===== src/rtl/uart_tx.sv =====
`default_nettype none
// ============================================================================
//  Module      : uart_tx
//  Description : Transmit half of the USB-serial UART PMOD link. Serialises
//                one byte per valid/ready handshake onto TXD as 8N1 (or 8E1
//                when UART_TX_PARITY_EN is defined), LSB first. New frames
//                are only accepted while the host asserts CTS# (active low).
//  Config macro: UART_TX_PARITY_EN - adds an even parity bit after bit 7.
//  Parameters  : CLKS_PER_BIT - CLK cycles per bit period (>= 2)
//                STOP_BITS    - number of stop bits (1 or 2)
//  Ports       : CLK     in   system clock, rising edge
//                reset   in   synchronous active-high reset
//                data_in in   byte to send, sampled on an accepting edge
//                valid   in   data_in offered this cycle
//                ready   out  transmitter can accept a byte this cycle
//                cts     in   CTS# from host, active low, asynchronous
//                tx      out  serial TXD line, idle high
//                done    out  one-cycle pulse when a frame completes
//                busy    out  frame in progress
//  Revision    : 1.0 - initial release
// ============================================================================
module uart_tx #(
    parameter int CLKS_PER_BIT = 104,
    parameter int STOP_BITS    = 1
) (
    input  logic       CLK,
    input  logic       reset,
    input  logic [7:0] data_in,
    input  logic       valid,
    output logic       ready,
    input  logic       cts,
    output logic       tx,
    output logic       done,
    output logic       busy
);

    localparam int              CNT_W      = (CLKS_PER_BIT > 1) ? $clog2(CLKS_PER_BIT) : 1;
    localparam logic [CNT_W-1:0] c_CNT_LAST = CNT_W'(CLKS_PER_BIT - 1);
    localparam logic [CNT_W-1:0] c_CNT_ONE  = CNT_W'(1);
    localparam logic [2:0]       c_STOP_LAST = 3'(STOP_BITS - 1);

    typedef enum logic [2:0] {
        S_IDLE   = 3'd0,
        S_START  = 3'd1,
        S_DATA   = 3'd2,
`ifdef UART_TX_PARITY_EN
        S_PARITY = 3'd4,
`endif
        S_STOP   = 3'd3
    } state_t;

    state_t            r_state, w_state_next;
    logic              r_cts_meta, r_cts_s;
    logic [7:0]        r_shift, w_shift_next;
    logic [CNT_W-1:0]  r_cnt, w_cnt_next;
    logic [2:0]        r_idx, w_idx_next;
    logic              r_tx, w_tx_next;
    logic              r_done, w_done_next;
    logic              r_busy;
    logic              w_accept;
    logic              w_bit_end;
`ifdef UART_TX_PARITY_EN
    logic              r_parity;
`endif

    assign ready = (r_state == S_IDLE) && !r_cts_s;
    assign tx    = r_tx;
    assign done  = r_done;
    assign busy  = r_busy;

    assign w_accept  = valid && ready;
    assign w_bit_end = (r_cnt == c_CNT_LAST);

    // CTS# synchroniser; resets to "deasserted" so nothing is accepted
    // until the host's level has been sampled twice.
    always_ff @(posedge CLK) begin
        if (reset) begin
            r_cts_meta <= 1'b1;
            r_cts_s    <= 1'b1;
        end else begin
            r_cts_meta <= cts;
            r_cts_s    <= r_cts_meta;
        end
    end

    always_ff @(posedge CLK) begin
        if (reset) begin
            r_state <= S_IDLE;
            r_shift <= 8'h00;
            r_cnt   <= '0;
            r_idx   <= 3'd0;
            r_tx    <= 1'b1;
            r_done  <= 1'b0;
            r_busy  <= 1'b0;
        end else begin
            r_state <= w_state_next;
            r_shift <= w_shift_next;
            r_cnt   <= w_cnt_next;
            r_idx   <= w_idx_next;
            r_tx    <= w_tx_next;
            r_done  <= w_done_next;
            r_busy  <= (w_state_next != S_IDLE);
        end
    end

`ifdef UART_TX_PARITY_EN
    always_ff @(posedge CLK) begin
        if (reset) begin
            r_parity <= 1'b0;
        end else if (w_accept) begin
            r_parity <= ^data_in;
        end
    end
`endif

    always_comb begin
        w_state_next = r_state;
        w_shift_next = r_shift;
        w_cnt_next   = r_cnt;
        w_idx_next   = r_idx;
        w_done_next  = 1'b0;

        case (r_state)
            S_IDLE: begin
                if (w_accept) begin
                    w_shift_next = data_in;
                    w_cnt_next   = '0;
                    w_idx_next   = 3'd0;
                    w_state_next = S_START;
                end
            end
            S_START: begin
                if (w_bit_end) begin
                    w_cnt_next   = '0;
                    w_state_next = S_DATA;
                end else begin
                    w_cnt_next = r_cnt + c_CNT_ONE;
                end
            end
            S_DATA: begin
                if (w_bit_end) begin
                    w_cnt_next   = '0;
                    w_shift_next = {1'b0, r_shift[7:1]};
                    // Index wraps 7->0 so STOP reuses it as the stop-bit count.
                    w_idx_next   = r_idx + 3'd1;
                    if (r_idx == 3'd7) begin
`ifdef UART_TX_PARITY_EN
                        w_state_next = S_PARITY;
`else
                        w_state_next = S_STOP;
`endif
                    end
                end else begin
                    w_cnt_next = r_cnt + c_CNT_ONE;
                end
            end
`ifdef UART_TX_PARITY_EN
            S_PARITY: begin
                if (w_bit_end) begin
                    w_cnt_next   = '0;
                    w_state_next = S_STOP;
                end else begin
                    w_cnt_next = r_cnt + c_CNT_ONE;
                end
            end
`endif
            S_STOP: begin
                if (w_bit_end) begin
                    w_cnt_next = '0;
                    if (r_idx == c_STOP_LAST) begin
                        w_idx_next   = 3'd0;
                        w_state_next = S_IDLE;
                        w_done_next  = 1'b1;
                    end else begin
                        w_idx_next = r_idx + 3'd1;
                    end
                end else begin
                    w_cnt_next = r_cnt + c_CNT_ONE;
                end
            end
            default: begin
                w_state_next = S_IDLE;
            end
        endcase
    end

    // TXD is registered from the next state so the line level changes on the
    // same edge as the state, e.g. the start bit begins on the accepting edge.
    always_comb begin
        w_tx_next = 1'b1;
        case (w_state_next)
            S_START:  w_tx_next = 1'b0;
            S_DATA:   w_tx_next = w_shift_next[0];
`ifdef UART_TX_PARITY_EN
            S_PARITY: w_tx_next = r_parity;
`endif
            default:  w_tx_next = 1'b1;
        endcase
    end

endmodule
`default_nettype wire


===== config.mk =====
export PLATFORM = sky130hd
export DESIGN_NAME = uart_tx
export DESIGN_NICKNAME = d
export VERILOG_FILES = /design/src/rtl/uart_tx.sv
export SDC_FILE = /design/constraint.sdc
export NUM_CORES = 1
export LEC_CHECK = 0
export CAP_MARGIN = 10
export CORE_MARGIN = 5
export CORE_UTILIZATION = 41
export CTS_BUF_LIST = sky130_fd_sc_hd__clkbuf_16
export DETAILED_ROUTE_END_ITERATION = 16
export PLACE_DENSITY = 0.72
export SLEW_MARGIN = 40
export SYNTH_ARGS = -nofsm -noshare
export SYNTH_HDL_FRONTEND = slang
export SYNTH_SLANG_ARGS = --single-unit

===== constraint.sdc =====
create_clock -name CLK -period 2.45 [get_ports CLK]
set_input_delay 0.3675 -clock CLK [delete_from_list [all_inputs] [get_ports CLK]]
set_output_delay 0.3675 -clock CLK [all_outputs]
set_load 0.1 [all_outputs]

==> metrics.md, run 1 <==
| Metric | Value |
|---|---|
| Most used DFF post-synth | `dfxtp_1` |
| Vias/cell | `5.46` |
| FF-to-FF setup slack | `500 ps` |
| FF-to-FF Start | `r_cnt[0]` |
| Root Driver | `clkbuf_16` |
| Data required, critical path | `2590 ps` |
| Power Density | `568 nW/um2` |
| R2r endpoint | `tx` |
| Setup crit end | `tx` |
| Synth area leaders | `dfxtp_1, a21oi_1, nor2_1` |
| Area grow syn2layout | `21.6%` |
| Worst-Margin Slew | `630 ps` |
| Largest family of logic cells by synthesized area | `simple AND/OR/NAND/NOR gates` |
| IO buf count | `15` |
| Endpoints failing setup | `0` |
| Ant diodes | `0` |
| Worst hold path class | `reg -> reg` |
| Core area | `2810 um2` |
| Synth Area in Simple Gates | `0.268` |
| Crit path launch | `r_cnt[0]` |
| Finished Layout Cells | `181` |
| Largest net degree at the start of global routing | `17` |
| Rows | `19` |
| Die Ht | `64.4 um` |
| Clk buf depth | `2` |
| Post-Syn Area | `1210 um2` |
| Hold Fails Final Rpt | `0` |
| First-pass GRT wire length | `4170 um` |
| Yosys Warn Count | `0` |
| Post-synthesis compound-gate area fraction | `0.184` |
| Share of cells above drive strength 1 | `0.127` |
| Cell count after placement | `177` |
| Routed Antenna Nets | `0` |
| Max-slew headroom | `0.577` |
| Multiplexer share of the synthesized area | `0.0258` |
| Sequential cell area fraction in the yosys report | `0.429` |
| Storage element area | `522 um2` |
| Die Width | `64.4 um` |
| Worst Path Arrival | `2090 ps` |
| Yosys top cell area share | `0.429` |
| Clk_skew | `3.83 ps` |
| H-tree levels | `1` |
| Remaining DRCs | `0` |
| Initial core utilization | `0.432` |
| Max IR drop VDD | `388 uV` |
| # fillers | `262` |
| Highest Clock Rate | `513 MHz` |
| Routability cong. | `0.767` |
| Unique masters post-synth | `41` |
| Setup TNS Final | `0 ps` |
| Total clock sinks | `26` |
| FF-to-FF path depth | `6` |
| Post-synth EDFFs | `0` |
| Num CTS Buffers | `3` |
| Slew Limit Fails | `0` |
| Crit share post-route | `0.796` |
| Cts hold-fix bufs | `0` |
| Post-CTS Resized | `0` |
| P_leak | `0.000536 uW` |
| Post-CTS Setup Inserts | `0` |
| CTS tree | `yes` |
| Cell taking the most area after synthesis | `dfxtp_1` |
| Fin area | `1470 um2` |
| HPWL after DPL | `1820 um` |
| Fraction of the mapped netlist area in adder cells | `0.0413` |
| Avg Inst Size Synth | `9.05 um2` |
| TritonRoute pass-1 iters | `4` |
| Critical Path Sink Type | `register` |
| Vias in the first global route | `966` |
| RSZ-0062 raised after global routing | `false` |
| First DRT Iteration DRCs | `27` |
| Syn_nets | `150` |
| Boundary Pins | `16` |
| GR Overflow Total | `0` |
| Maximum capacitance violations | `0` |
| Async SR Flop Fraction | `0` |
| Initial antenna violation count | `0` |
| Via count | `989` |
| Gr usage total | `0.126` |
| CP Launch Type | `register` |
| Synthesized flop and latch total | `26` |
| Kind of critical path | `reg -> reg` |
| Final #Nets | `167` |
| Multi-input logic area | `672 um2` |
| Drt wl/cell | `13.2 um` |
| Detailed-route wire length | `2390 um` |
| CP max FO | `10` |
| Clock Pin Slew Worst Setup and Hold Paths | `60 ps` |
| Placement Cell Area | `1400 um2` |
| Post-Synth XOR/XNOR Area | `0.0217` |
| Min cycle time layout | `1950 ps` |
| Die ar. | `4140 um2` |
| Outcome | `complete, no violations` |
| Post-synthesis cell count | `134` |
| Later-pin clock latency in the skew report | `260 ps` |
state kept, by name, indices dropped and copies added (netlist names):
| name | cells |
|---|---|
| r_idx | 3 |
| busy | 1 |
| r_cnt | 7 |
| r_cts_meta | 1 |
| tx | 1 |
| done | 1 |
| r_shift | 8 |
| r_state | 3 |
| r_cts_s | 1 |
routing by layer:
metal / share of wire / wire, um / vias to the layer above / track usage
met5: 0 / 0 / - / 0
met4: 0.018 / 42 / 0 / 0.0554
met3: 0.027 / 65 / 4 / 0.0333
met2: 0.52 / 1240 / 9 / 0.220
met1: 0.44 / 1050 / 473 / 0.143
li1: - / - / 503 / -
cells by family (layout without fill, tap and decap cells):
kind of cell | after synthesis | after routing
simple gates | 56 | 56
compound gates | 33 | 33
flops | 26 | 26
buf+inv | 8 | 24
fa+ha+maj | 4 | 4
xor+xnor | 3 | 3
mux | 3 | 3
other cells | 1 | 1
worst min-delay path by stage:
stage / startpoint / end / slack (ps) / depth (start not counted)
2_1_floorplan: r_cts_meta / r_cts_s / 390 / 1
3_3_place_gp: r_cts_meta / r_cts_s / 390 / 1
3_5_place_dp: r_cts_meta / r_cts_s / 400 / 1
4_1_cts: r_cts_meta / r_cts_s / 410 / 1
5_1_grt: r_cts_meta / r_cts_s / 420 / 1
6_report: r_cts_meta / r_cts_s / 410 / 1
report_power, final:
| group | leakage, uW | total (uW) | internal, uW | switching (uW) |
|---|---|---|---|---|
| clock network | 0.0000385 | 355 | 218 | 137 |
| logic | 0.000287 | 48.9 | 25.1 | 23.8 |
| registers | 0.000210 | 432 | 428 | 4.52 |
Yosys cell counts, types with 2 or more instances:
cell / number
and3_1: 2
dfxtp_1: 26
nor2_1: 17
a22oi_1: 6
buf_2: 2
inv_1: 4
a21oi_1: 13
clkbuf_1: 2
or2_2: 2
nand3_1: 2
nand2b_1: 4
and2_1: 4
mux2i_1: 2
o21ai_1: 3
nand2_1: 10
xnor2_1: 3
a211oi_1: 2
nor2b_1: 3
nor3_1: 2
ha_1: 4
per-stage QoR:
| stage | worst slack [ps] | util | hold slack [ps] | total power, uW |
|---|---|---|---|---|
| 6_report | 500 | 0.525 | 410 | 837 |
| 5_1_grt | 311 | 0.525 | 422 | 866 |
| 4_1_cts | 470 | 0.525 | 412 | 846 |
| 3_5_place_dp | 485 | 0.497 | 396 | 491 |
| 3_3_place_gp | 559 | 0.497 | 394 | 490 |
| 2_1_floorplan | 5.20 | - | 389 | 465 |
cells in the final DEF (no fill, tap or decap), types with 4 or more instances in the layout:
cell,n
dfxtp_1,25
nor2_1,17
a21oi_1,13
clkdlybuf4s50_1,11
nand2_1,10
a22oi_1,6
buf_4,5
inv_1,4
nand2b_1,4
and2_1,4
ha_1,4
final cells by class:
type / instances / share of cell area
clock inverters: 1 / 0.00255
inverters: 4 / 0.0102
well taps: 31 / 0.0263
clock buffers: 3 / 0.0509
repair buffers: 16 / 0.100
multi-input cells: 100 / 0.456
flip-flops and latches: 26 / 0.354
worst max-delay path, cell delays in order (launching register included):
cell     delay (ps)
dfxtp_1         360
ha_1            220
nand2_1         170
nor4_4          580
nor2_2          170
a21oi_1         230
a31oi_1         100
Power figures use the tool's default switching activity.
==> run 2: changes to the inputs <==
==> constraint.sdc (replaced) <==
create_clock -name CLK -period 2.01 [get_ports CLK]
set_input_delay 0.3015 -clock CLK [delete_from_list [all_inputs] [get_ports CLK]]
set_output_delay 0.3015 -clock CLK [all_outputs]
set_load 0.1 [all_outputs]
==> run 2 against run 1 <==
Register-to-register slack got worse by 250 ps. Clock power rose by 63%. Power increased by 39%. First-iteration DRC count increased by 130%. Non-clock buffer count increased by 3. Design area is 4.2% higher. Clock skew about the same. Critical path type unchanged. Largest cell class unchanged. Largest power group is now clock. Highest routed layer unchanged.
==> metrics.md, run 2 (synthesis results as in run 1) <==
| Metric | Value |
|---|---|
| Crit share post-route | `0.877 (+0.0813)` |
| Initial core utilization | `0.432 (unchanged)` |
| Boundary Pins | `16 (unchanged)` |
| Largest net degree at the start of global routing | `20 (+3)` |
| Initial antenna violation count | `0 (unchanged)` |
| P_leak | `0.000567 uW (+5.8%)` |
| H-tree levels | `1 (unchanged)` |
| Area grow syn2layout | `26.7%` |
| CP max stage delay | `360 ps (-220 ps)` |
| Clk buf depth | `2 (unchanged)` |
| IO buf count | `15 (unchanged)` |
| Maximum capacitance violations | `0 (unchanged)` |
| Critical Path Sink Type | `register` |
| Rows | `19 (unchanged)` |
| WP buf/inv | `1 (+1)` |
| Final #Nets | `170 (+1.8%)` |
| Cts hold-fix bufs | `0 (unchanged)` |
| Post-CTS Setup Inserts | `0 (unchanged)` |
| First-pass GRT wire length | `4340 um (+4.0%)` |
| Endpoints failing setup | `0 (unchanged)` |
| Min cycle time layout | `1760 ps (-187 ps)` |
| Core area | `2810 um2 (unchanged)` |
| Gate power share | `0.053 (-0.005)` |
| Drt wl/cell | `13.6 um (+2.7%)` |
| P_sw | `216 uW (+30%)` |
| R2r endpoint | `tx` |
| Highest Clock Rate | `567 MHz (+11%)` |
| Worst hold path class | `reg -> reg` |
| Commonest non-fill, non-tap cell in the layout | `dfxtp_1` |
| Biggest regs | `r_shift (8), r_cnt (7)` |
| CP top delay family | `simple AND/OR/NAND/NOR gates` |
| Crit-path cells | `ha_1 -> nand2_1 -> buf_4 -> nor4_4 -> nor2_2 -> a21oi_1 -> a31oi_1` |
| Cell count after placement | `180 (+1.7%)` |
| Net Sw Frac | `0.185 (-0.0128)` |
| Die Width | `64.4 um (unchanged)` |
| Setup slack at placement | `282 ps (-203 ps)` |
| Max reg flops | `8 (unchanged)` |
| Power Density | `759 nW/um2 (+34%)` |
| Outcome | `complete, no violations` |
| Kind of critical path | `reg -> reg` |
| CP Launch Type | `register` |
| Max IR drop VDD | `421 uV (+8.5%)` |
| Die Ht | `64.4 um (unchanged)` |
| GR Overflow Total | `0 (unchanged)` |
| Later-pin clock latency in the skew report | `260 ps (about the same)` |
| Hold Fails Final Rpt | `0 (unchanged)` |
| Data required, critical path | `2160 ps (-430 ps)` |
| Post-CTS Resized | `0 (unchanged)` |
| Max stage delay cell, worst path | `dfxtp_1` |
| Final setup margin | `247 ps (-253 ps)` |
| Clock Pin Slew Worst Setup and Hold Paths | `70 ps (about the same)` |
| Remaining DRCs | `0 (unchanged)` |
| Ant diodes | `0 (unchanged)` |
| Routability cong. | `0.778 (+1.4%)` |
| Clk pwr share | `0.495 (+0.070)` |
| Root Driver | `clkbuf_16` |
| Internal | `950 uW (+42%)` |
| Gr usage total | `0.130 (+0.00442)` |
| Die ar. | `4140 um2 (unchanged)` |
| Num CTS Buffers | `3 (unchanged)` |
| CP max FO | `7 (-3)` |
| FF-to-FF setup slack | `250 ps (-250 ps)` |
| Worst Path Arrival | `1910 ps (-180 ps)` |
| Vias/cell | `5.52 (+1.1%)` |
| RSZ-0062 raised after global routing | `false` |
| Via count | `1016 (+2.7%)` |
| Total clock sinks | `26 (unchanged)` |
| Flop pwr share | `0.452 (-0.065)` |
| Clk_skew | `3.46 ps (-0.376 ps)` |
| Detailed-route wire length | `2500 um (+4.4%)` |
| Share of cells above drive strength 1 | `0.157 (+0.0302)` |
| Highest-count cells in the layout ignoring fill and taps | `dfxtp_1, nor2_1, a21oi_1, clkdlybuf4s50_1, nand2_1` |
| Setup crit end | `tx` |
| HPWL after DPL | `1820 um (-0.16%)` |
| FF-to-FF Start | `r_cnt[0]` |
| Critical path depth | `7 (+1)` |
| TritonRoute pass-1 iters | `4 (unchanged)` |
| Slew Limit Fails | `0 (unchanged)` |
| Vias in the first global route | `988 (+2.3%)` |
| Crit path launch | `r_cnt[0]` |
| Largest register by flop count | `r_shift` |
| FF-to-FF path depth | `7 (+1)` |
| Finished Layout Cells | `184 (+1.7%)` |
| Routed Antenna Nets | `0 (unchanged)` |
| First DRT Iteration DRCs | `62 (+130%)` |
| CTS tree | `yes` |
run 2: cell type report:
class                           instances  area [um2]
Tap cell                               31        38.8
Timing Repair Buffer                   19         183
Inverter                                4        15.0
Fill cell                             263        1270
Clock buffer                            3        75.1
Clock inverter                          1        30.0
Sequential cell                        26         523
Multi-Input combinational cell        100         672
run 2: layer usage:
layer  wire length [um]  up-vias  GRT usage
met2               1310       16      0.224
met1               1080      484      0.154
met4                 34        0     0.0580
met5                  0        -          0
li1                   -      512          -
met3                 77        4     0.0298
run 2: worst min-delay path by stage:
stage | endpoint | from | slack [ps] | depth (start not counted)
6_report | r_cts_s | r_cts_meta | 410 | 1
2_1_floorplan | r_cts_s | r_cts_meta | 390 | 1
5_1_grt | r_cts_s | r_cts_meta | 430 | 1
4_1_cts | r_cts_s | r_cts_meta | 410 | 1
3_5_place_dp | r_cts_s | r_cts_meta | 400 | 1
3_3_place_gp | r_cts_s | r_cts_meta | 390 | 1
run 2: power groups by stage:
stage	Clock [uW]	Sequential (uW)	Combinational, uW
after CTS	586	527	62.4
after detailed placement	0	538	61.8
after global placement	0	538	60.8
after global routing	604	527	67.1
after floorplan	0	541	26.3
final	577	527	61.9
run 2: worst register-to-register path, stage by stage (launching register included):
cell     delay (ps)
dfxtp_1         360
ha_1            230
nand2_1          90
buf_4           160
nor4_4          340
nor2_2          140
a21oi_1         230
a31oi_1         110
run 2: per-stage QoR:
stage | hold slack, ps | power, uW | util | cell area [um2] | setup TNS (ps)
floorplan | 389 | 568 | - | 1230 | -4000
CTS | 411 | 1180 | 0.548 | 1540 | 0
detailed placement | 395 | 600 | 0.510 | 1430 | 0
global route | 431 | 1200 | 0.548 | 1540 | 0
finish | 409 | 1170 | 0.548 | 1540 | 0
global placement | 394 | 599 | 0.510 | 1430 | 0
==> run 3: changes to the inputs <==
--- a/config.mk
+++ b/config.mk
@@ -10,7 +10,8 @@
 export CORE_UTILIZATION = 41
 export CTS_BUF_LIST = sky130_fd_sc_hd__clkbuf_16
 export DETAILED_ROUTE_END_ITERATION = 16
-export PLACE_DENSITY = 0.72
+export DONT_BUFFER_PORTS = 1
+export PLACE_DENSITY = 0.65
 export SLEW_MARGIN = 40
 export SYNTH_ARGS = -nofsm -noshare
 export SYNTH_HDL_FRONTEND = slang
==> run 3 against run 2 <==
Count of clock-buffer cells in the layout is the same. Final cell count fell by 7.6%. Critical path depth down 1. Worst hold slack lost 310 ps. Combinational power decreased by 51%. Utilization is 5.9 points lower. Worst setup slack worse by 110 ps. Non-clock buffer count decreased by 13. Die area did not move. Critical path type unchanged. Critical endpoint unchanged. Largest power group is now sequential cells.
==> metrics.md, run 3 (synthesis results as in run 1) <==
| Metric | Value |
|---|---|
| Max stage delay cell, worst path | `o32a_1` |
| First-pass GRT wire length | `4020 um (-7.5%)` |
| Die Ht | `64.4 um (unchanged)` |
| Drt wl/cell | `13.6 um (-0.17%)` |
| CP max FO | `5 (-2)` |
| Clk_skew | `3.95 ps (+0.492 ps)` |
| CTS tree | `yes` |
| Initial core utilization | `0.432 (unchanged)` |
| Vias in the first global route | `876 (-11%)` |
| Placement Cell Area | `1290 um2 (-9.6%)` |
| GR Overflow Total | `0 (unchanged)` |
| CP Launch Type | `register` |
| Vias/cell | `5.52 (about the same)` |
| RSZ-0062 raised after global routing | `false` |
| Rows | `19 (unchanged)` |
| Via count | `938 (-7.7%)` |
| Cts hold-fix bufs | `0 (unchanged)` |
| Remaining DRCs | `0 (unchanged)` |
| Maximum capacitance violations | `0 (unchanged)` |
| Largest register by flop count | `r_shift` |
| Ant diodes | `0 (unchanged)` |
| Worst hold path class | `in -> reg` |
| Max IR drop VDD | `322 uV (-23%)` |
| Final core occ | `0.489 (-0.0589)` |
| Die Width | `64.4 um (unchanged)` |
| IO buf count | `0 (-15)` |
| # fillers | `267 (+1.5%)` |
| Detailed-route wire length | `2310 um (-7.8%)` |
| Power Density | `717 nW/um2 (-5.6%)` |
| Endpoints failing setup | `0 (unchanged)` |
| Data required, critical path | `2140 ps (-20 ps)` |
| Fin area | `1370 um2 (-11%)` |
| Die ar. | `4140 um2 (unchanged)` |
| Post-CTS Setup Inserts | `0 (unchanged)` |
| First DRT Iteration DRCs | `22 (-65%)` |
| Share of cells above drive strength 1 | `0.158 (+0.00141)` |
| H-tree levels | `1 (unchanged)` |
| Highest-count cells in the layout ignoring fill and taps | `dfxtp_1, nor2_1, a21oi_1, nand2_1` |
| Hold Fails Final Rpt | `0 (unchanged)` |
| WP buf/inv | `0 (-1)` |
| Final Power | `983 uW (-16%)` |
| Final #Nets | `157 (-7.6%)` |
| Routed Antenna Nets | `0 (unchanged)` |
| Boundary Pins | `16 (unchanged)` |
| Min cycle time layout | `1880 ps (+113 ps)` |
| Initial antenna violation count | `0 (unchanged)` |
| Slew Limit Fails | `0 (unchanged)` |
| TritonRoute pass-1 iters | `4 (unchanged)` |
| Later-pin clock latency in the skew report | `260 ps (about the same)` |
| Worst Path Arrival | `2010 ps (+100 ps)` |
| Max reg flops | `8 (unchanged)` |
| Post-CTS Resized | `0 (unchanged)` |
| Root Driver | `clkbuf_16` |
| Kind of critical path | `reg -> reg` |
| CP max stage delay | `400 ps (+40 ps)` |
| Critical Path Sink Type | `register` |
| Core area | `2810 um2 (unchanged)` |
| Routability cong. | `0.875 (+12%)` |
| Clk buf depth | `2 (unchanged)` |
| Commonest non-fill, non-tap cell in the layout | `dfxtp_1` |
| Gr usage total | `0.126 (-0.00455)` |
| Biggest regs | `r_shift (8), r_cnt (7)` |
| Clock Pin Slew Worst Setup and Hold Paths | `60 ps (about the same)` |
| CP top delay family | `simple AND/OR/NAND/NOR gates` |
| Crit share post-route | `0.933 (+0.0561)` |
| Area grow syn2layout | `13.1%` |
| P_leak | `0.000499 uW (-12%)` |
| Highest Clock Rate | `533 MHz (-6.0%)` |
| Num CTS Buffers | `3 (unchanged)` |
| HPWL after DPL | `1770 um (-2.5%)` |
| Total clock sinks | `26 (unchanged)` |
| Largest net degree at the start of global routing | `23 (+15%)` |
| Outcome | `complete, no violations` |
| Crit-path cells | `ha_1 -> nand2_2 -> or2_4 -> o32a_1 -> nor3_1 -> a31oi_1` |
==> run 3: cell count changes in the layout (fill, tap and decap cells not counted), sizes merged <==
cell           previous run  this run
bufinv                    1         0
clkdlybuf4s50            11         0
buf                       8         6
==> run 3: worst paths after layout <==
check / from / to / slack (ps) / depth (start not counted)
worst max-delay path: r_cnt[0] / tx / 130 / 6
worst min register to register: r_cts_meta / r_cts_s / 410 / 1
worst min-delay path: reset / r_state[0] / 100 / 1
worst max register to register: r_cnt[0] / tx / 130 / 6
==> run 3: cell type report <==
| class | count | area, um2 | area share |
|---|---|---|---|
| clock buffers | 3 | 75.1 | 0.0547 |
| inverters | 4 | 15.0 | 0.0109 |
| multi-input cells | 100 | 674 | 0.492 |
| flip-flops and latches | 26 | 523 | 0.381 |
| well taps | 31 | 38.8 | 0.0283 |
| repair buffers | 6 | 45.0 | 0.0328 |
==> run 3: layer usage <==
layer / global-route usage / wire [um] / vias to the layer above
met5: 0 / 0 / -
met4: 0.0712 / 55 / 0
met3: 0.0473 / 142 / 5
met2: 0.201 / 1140 / 16
met1: 0.144 / 967 / 437
li1: - / - / 480
==> run 3: worst register-to-register path, delay by kind of cell (launching register included) <==
kind,cells,cell delay [ps]
AND/OR/NAND/NOR,3,640
AO/OA/AOI/OAI,2,510
flip-flops,1,360
adder cells (fa/ha/maj),1,240
==> run 3: per-stage QoR <==
stage,hold slack [ps],setup WS (ps),cells,TNS (ps)
detailed placement,372,140,167,0
finish,103,134,170,0
global placement,371,208,167,0
floorplan,389,-433,134,-4000
global route,99.3,45.6,170,0
CTS,98.1,91.0,170,0
==> run 3: power breakdown <==
group          total, uW  internal [uW]  switching [uW]
logic               30.4           11.3            19.1
clock network        425            263             162
registers            527            522            5.55
